## src/rtl/mem_arbiter_if.sv

```systemverilog
// Requester-side and register-bank-side signal bundle for mem_arbiter.
// master = requesters + register bank (environment), slave = the arbiter.
interface mem_arbiter_if #(
    parameter int unsigned NUM_CH = 2,
    parameter int unsigned AW     = 4,
    parameter int unsigned DW     = 8
);
    logic [NUM_CH-1:0]    ch_req;
    logic [NUM_CH-1:0]    ch_we;
    logic [NUM_CH*AW-1:0] ch_addr;
    logic [NUM_CH*DW-1:0] ch_wdata;
    logic [NUM_CH-1:0]    ch_gnt;
    logic [NUM_CH-1:0]    ch_rvalid;
    logic [DW-1:0]        ch_rdata;
    logic [AW-1:0]        reg_addr;
    logic [DW-1:0]        reg_wdata;
    logic                 reg_write_en;
    logic                 reg_read_en;
    logic [DW-1:0]        reg_rdata;

    modport master (
        output ch_req, ch_we, ch_addr, ch_wdata, reg_rdata,
        input  ch_gnt, ch_rvalid, ch_rdata, reg_addr, reg_wdata, reg_write_en, reg_read_en
    );

    modport slave (
        input  ch_req, ch_we, ch_addr, ch_wdata, reg_rdata,
        output ch_gnt, ch_rvalid, ch_rdata, reg_addr, reg_wdata, reg_write_en, reg_read_en
    );
endinterface

```

## src/rtl/mem_arbiter.sv

```systemverilog
// Single-cycle register-bank arbiter for NUM_CH requesters, one transaction per cycle.
// Define MEM_ARBITER_RR_EN for round-robin arbitration; default is fixed lowest-index priority.
module mem_arbiter #(
    parameter int unsigned NUM_CH = 2,
    parameter int unsigned AW     = 4,
    parameter int unsigned DW     = 8
) (
    input logic          clk,
    input logic          rst,
    mem_arbiter_if.slave bus
);
    localparam int unsigned PW = (NUM_CH > 1) ? $clog2(NUM_CH) : 1;

    logic              found;
    logic [PW-1:0]     win;
    logic [NUM_CH-1:0] gnt_q, gnt_d;
    logic [NUM_CH-1:0] rvalid_q;
    logic [AW-1:0]     addr_q, addr_d;
    logic [DW-1:0]     wdata_q, wdata_d;
    logic              we_q, we_d;
    logic              re_q, re_d;

`ifdef MEM_ARBITER_RR_EN
    logic [PW-1:0] ptr_q, ptr_d;
    int unsigned   idx;

    // Search upward from the pointer with wrap; pointer moves past each winner.
    always_comb begin
        found = 1'b0;
        win   = '0;
        idx   = 0;
        for (int unsigned i = 0; i < NUM_CH; i++) begin
            idx = (32'(ptr_q) + i) % NUM_CH;
            if (!found && bus.ch_req[PW'(idx)]) begin
                found = 1'b1;
                win   = PW'(idx);
            end
        end
        ptr_d = ptr_q;
        if (found) begin
            ptr_d = (32'(win) == NUM_CH - 1) ? '0 : PW'(32'(win) + 1);
        end
    end

    always_ff @(posedge clk or posedge rst) begin
        if (rst) begin
            ptr_q <= '0;
        end else begin
            ptr_q <= ptr_d;
        end
    end
`else
    // Lowest-index requester wins.
    always_comb begin
        found = 1'b0;
        win   = '0;
        for (int unsigned i = 0; i < NUM_CH; i++) begin
            if (!found && bus.ch_req[PW'(i)]) begin
                found = 1'b1;
                win   = PW'(i);
            end
        end
    end
`endif

    // Next transaction; address and write data hold on idle cycles.
    always_comb begin
        gnt_d   = '0;
        we_d    = 1'b0;
        re_d    = 1'b0;
        addr_d  = addr_q;
        wdata_d = wdata_q;
        if (found) begin
            gnt_d[win] = 1'b1;
            we_d       = bus.ch_we[win];
            re_d       = !bus.ch_we[win];
            addr_d     = bus.ch_addr[32'(win)*AW +: AW];
            wdata_d    = bus.ch_we[win] ? bus.ch_wdata[32'(win)*DW +: DW] : '0;
        end
    end

    always_ff @(posedge clk or posedge rst) begin
        if (rst) begin
            gnt_q    <= '0;
            we_q     <= 1'b0;
            re_q     <= 1'b0;
            addr_q   <= '0;
            wdata_q  <= '0;
            rvalid_q <= '0;
        end else begin
            gnt_q    <= gnt_d;
            we_q     <= we_d;
            re_q     <= re_d;
            addr_q   <= addr_d;
            wdata_q  <= wdata_d;
            rvalid_q <= re_q ? gnt_q : '0;
        end
    end

    assign bus.ch_gnt       = gnt_q;
    assign bus.ch_rvalid    = rvalid_q;
    assign bus.ch_rdata     = bus.reg_rdata;
    assign bus.reg_addr     = addr_q;
    assign bus.reg_wdata    = wdata_q;
    assign bus.reg_write_en = we_q;
    assign bus.reg_read_en  = re_q;
endmodule

```

## src/flat_wrapper.sv

```systemverilog
// flat-port wrapper written by rule: the top's interface ports become plain ports
module mem_arbiter_flat 
#(
    parameter int unsigned NUM_CH = 2,
    parameter int unsigned AW     = 4,
    parameter int unsigned DW     = 8
)
  (clk, rst, bus_ch_req, bus_ch_we, bus_ch_addr, bus_ch_wdata, bus_reg_rdata, bus_ch_gnt, bus_ch_rvalid, bus_ch_rdata, bus_reg_addr, bus_reg_wdata, bus_reg_write_en, bus_reg_read_en);
  mem_arbiter_if #(.NUM_CH(NUM_CH), .AW(AW), .DW(DW)) bus_i ();
  input logic clk;
  input logic rst;
  input wire logic [$bits(bus_i.ch_req)-1:0] bus_ch_req;
  input wire logic [$bits(bus_i.ch_we)-1:0] bus_ch_we;
  input wire logic [$bits(bus_i.ch_addr)-1:0] bus_ch_addr;
  input wire logic [$bits(bus_i.ch_wdata)-1:0] bus_ch_wdata;
  input wire logic [$bits(bus_i.reg_rdata)-1:0] bus_reg_rdata;
  output wire logic [$bits(bus_i.ch_gnt)-1:0] bus_ch_gnt;
  output wire logic [$bits(bus_i.ch_rvalid)-1:0] bus_ch_rvalid;
  output wire logic [$bits(bus_i.ch_rdata)-1:0] bus_ch_rdata;
  output wire logic [$bits(bus_i.reg_addr)-1:0] bus_reg_addr;
  output wire logic [$bits(bus_i.reg_wdata)-1:0] bus_reg_wdata;
  output wire logic [$bits(bus_i.reg_write_en)-1:0] bus_reg_write_en;
  output wire logic [$bits(bus_i.reg_read_en)-1:0] bus_reg_read_en;
  assign bus_i.ch_req = bus_ch_req;
  assign bus_i.ch_we = bus_ch_we;
  assign bus_i.ch_addr = bus_ch_addr;
  assign bus_i.ch_wdata = bus_ch_wdata;
  assign bus_i.reg_rdata = bus_reg_rdata;
  assign bus_ch_gnt = bus_i.ch_gnt;
  assign bus_ch_rvalid = bus_i.ch_rvalid;
  assign bus_ch_rdata = bus_i.ch_rdata;
  assign bus_reg_addr = bus_i.reg_addr;
  assign bus_reg_wdata = bus_i.reg_wdata;
  assign bus_reg_write_en = bus_i.reg_write_en;
  assign bus_reg_read_en = bus_i.reg_read_en;
  mem_arbiter #(.NUM_CH(NUM_CH), .AW(AW), .DW(DW)) u_core (.clk(clk), .rst(rst), .bus(bus_i));
endmodule
```

## config.mk

```make
export PLATFORM = sky130hd
export DESIGN_NAME = mem_arbiter_flat
export DESIGN_NICKNAME = d
export VERILOG_FILES = /design/src/rtl/mem_arbiter_if.sv /design/src/rtl/mem_arbiter.sv /design/src/flat_wrapper.sv
export SDC_FILE = /design/constraint.sdc
export NUM_CORES = 1
export LEC_CHECK = 0
export CAP_MARGIN = 20
export CORE_AREA = 2 2 52 54
export DETAILED_ROUTE_END_ITERATION = 10
export DIE_AREA = 0 0 54 56
export GPL_TIMING_DRIVEN = 0
export HOLD_SLACK_MARGIN = 0.03
export MAX_ROUTING_LAYER = met4
export PLACE_DENSITY = 0.8
export SYNTH_ARGS = -nofsm -noshare
export SYNTH_HDL_FRONTEND = slang
export SYNTH_SLANG_ARGS = --single-unit
```

## constraint.sdc

```tcl
create_clock -name clk -period 1.3 [get_ports clk]
set_input_delay 0.325 -clock clk [delete_from_list [all_inputs] [get_ports clk]]
set_output_delay 0.325 -clock clk [all_outputs]
set_load 0.01 [all_outputs]
```

==> metrics.txt <==
Yosys reg bits=18; xor and xnor area share after synthesis=0; fin crit period=1.272 ns; Critical path origin=bus_ch_we[1]; via count=767; main flop type after synthesis=dfrtp_1; Peak VDD IR=0.0004212 V; Die W=54 um; crit path kind=in -> reg; post-synthesis adder-cell area fraction=0; P per Cell Area=852.2 mW/mm^2; worst hold path class=in -> reg; Total Routing Usage GR=0.1477; First DRT Iteration DRCs=6; CP bufs+invs=2; DRC=0; largest family of logic cells by synthesized area=compound AO/OA/AOI/OAI gates; TritonCTS clock tree=yes; P&R area growth vs syn=76.70%; RSZ-0062 raised after global routing=false; ANT cells=0; Data arrival, critical path=1.44 ns; IO buf count=54; post-synthesis sequential area ratio=0.5556; R2R depth=2; total I/O pin count=64; syn_area_per_cell=11.92 um^2; final worst path period share=0.9787; Rel. slew slack=0.5557; Yosys warnings=0; core area=0.002432 mm^2; first-pass GRT wire length=3208 um; Synth Area in Simple Gates=0.1281; crit path cell chain=clkdlybuf4s50_1 > and3b_1 > buf_6 > a221o_1; top cell family by delay on the critical path=buffers and inverters; Reg clk slew, reported paths=0.10 ns; top post-synthesis cells by area=dfrtp_1, a221o_1, buf_4; Initial Util=0.3333; CTS Sinks=18; Final #Nets=168; worst path required time=1.47 ns; synthesized instance count=68; clock root cell=clkbuf_4; most common library cells after synthesis=dfrtp_1, a221o_1, and3_1, buf_4, mux2i_1; die area=0.003024 mm^2; Setup crit start kind=input pin; Cell variety after synth=17; # fillers=217; Mapped Nets=106; Least-Margin Pin Slew=0.6657 ns; flop-to-flop setup slack=0.34 ns; post-synthesis mux area share=0.06173; Worst path slowest cell=clkdlybuf4s50_1; Worst Hold Launch=bus_ch_req[1]; endpoints failing setup=0; H-tree lvl count=1; pin count of the biggest net entering global routing=19; max cap viols=0; Setup crit end=u_core.bus.reg_wdata[5]$_DFFE_PP0P_; Synth Area in Compound Gates=0.1327; share of cells above drive strength 1=0.1406; LEAKAGE=0.6944 nW; cts hold-fix bufs=0; first-pass detailed-route iteration total=4; Min Hold Slack=0.3151 ns; Yosys top cell by area=dfrtp_1; vias per cell=4.854; Overflow after GRT=0; Hold Vio Cnt, Final=0; Synth top area share=0.5556; total CTS buffers=3; clock skew=0.0001430 ns; Site Rows=18; vias in the first global route=767; status=completed; max frequency=786.0 MHz; clk_lat worst skew=0.28 ns; post-DR wirelength/cell=13.75 um; FF-to-FF Start=u_core.bus.reg_wdata[3]$_DFFE_PP0P_; GPL Wtd Cong=0.7352; ys async rst share=1.000; Post-Syn Area=810.8 um^2; placed wire-length estimate=1638 um; Antenna Nets Post-Route=0; Slew Viols, Final=0; CP Depth=4; die height=56 um; crit path capture type=flip-flop; Slowest Stage Delay on Critical Path=0.42 ns; EDFF count, synth=0; worst r2r dst=u_core.bus.reg_wdata[3]$_DFFE_PP0P_; final WL=2173 um; cell with the most instances after synthesis=dfrtp_1; Max Root-Sink Buffers=2; Overall Power=1.221 mW; worst-path maximum fanout=9; initial antenna violation count=0
how the worst min path moves through the flow:
stage	cells after the start	to	slack, ns
final	2	u_core.bus.ch_gnt[1]$_DFF_PP0_	0.32
after global placement	1	u_core.bus.ch_rvalid[0]$_DFF_PP0_	0.47
after detailed placement	1	u_core.bus.ch_rvalid[1]$_DFF_PP0_	0.47
after global routing	2	u_core.bus.ch_gnt[1]$_DFF_PP0_	0.30
after CTS	2	u_core.bus.ch_gnt[1]$_DFF_PP0_	0.31
after floorplan	1	u_core.bus.ch_gnt[0]$_DFF_PP0_	0.26
layout by cell type (no fill, tap or decap):
master,instances
clkbuf_1,1
mux2i_1,5
and2_1,2
or2b_1,1
dlygate4sd2_1,2
and3_1,8
clkdlybuf4s15_1,17
a221o_1,8
inv_1,1
clkbuf_4,3
clkdlybuf4s50_1,35
a21o_1,1
and3b_1,1
nor2b_1,1
dfrtp_1,18
clkbuf_2,1
buf_6,2
o21ai_0,4
buf_4,11
nor2_1,1
nand2_1,4
buf_2,1
metal layers:
layer	up-vias	GRT usage	share of wire
li1	357	-	-
met5	-	-	0
met3	4	0.03763	0.11
met1	359	0.1630	0.40
met2	47	0.2526	0.48
met4	0	0.04643	0.0087
area by class of cell:
class,count,area [um^2],area share
Timing Repair Buffer,57,560.5,0.3913
Sequential cell,18,450.4,0.3144
Multi-Input combinational cell,36,261.5,0.1825
Buffer,13,96.34,0.06725
Tap cell,30,37.54,0.02620
Clock buffer,3,22.52,0.01572
Inverter,1,3.754,0.002620
stage by stage:
step                        util  instances  TNS, ns  cell area [um^2]  setup slack (ns)
after floorplan                -         68        0             810.8            0.1254
after global placement    0.5710        152   -5.054              1389           -0.4125
after detailed placement  0.5710        152   -5.389              1389           -0.4311
after CTS                 0.5710        155        0              1389          0.003376
after global routing      0.5890        158        0              1433           0.01323
final                     0.5890        158        0              1433           0.02774
logic make-up after synthesis:
| family | after synthesis |
|---|---|
| compound gates | 13 |
| flops | 18 |
| mux | 5 |
| simple gates | 18 |
| buf+inv | 14 |
worst register-to-register path: cells and delay by family (launching register included):
family,cells,cell delay [ns]
buffers and inverters,1,0.14
flip-flops,1,0.40
AO/OA/AOI/OAI,1,0.31
timing repair:
| item | 4_1_cts | 5_1_grt |
|---|---|---|
| endpoints found under the setup margin | 32 | 17 |
| buffers inserted | 0 | 3 |
| pin swaps | 0 | 0 |
| gates resized for setup | 20 | 17 |
registers in the layout (all words and copies together), names as in the netlist:
register / cells
u_core.bus.reg_addr: 4
u_core.bus.reg_write_en: 1
u_core.bus.reg_wdata: 8
u_core.bus.ch_rvalid: 2
u_core.bus.ch_gnt: 2
u_core.bus.reg_read_en: 1
report_power, final:
group | switching, mW | internal, mW | leakage [nW]
combinational | 0.121 | 0.211 | 0.452
clock | 0.160 | 0.107 | 0.0138
sequential | 0.0206 | 0.602 | 0.228
total | 0.301 | 0.920 | 0.694
Power figures use the tool's default switching activity.
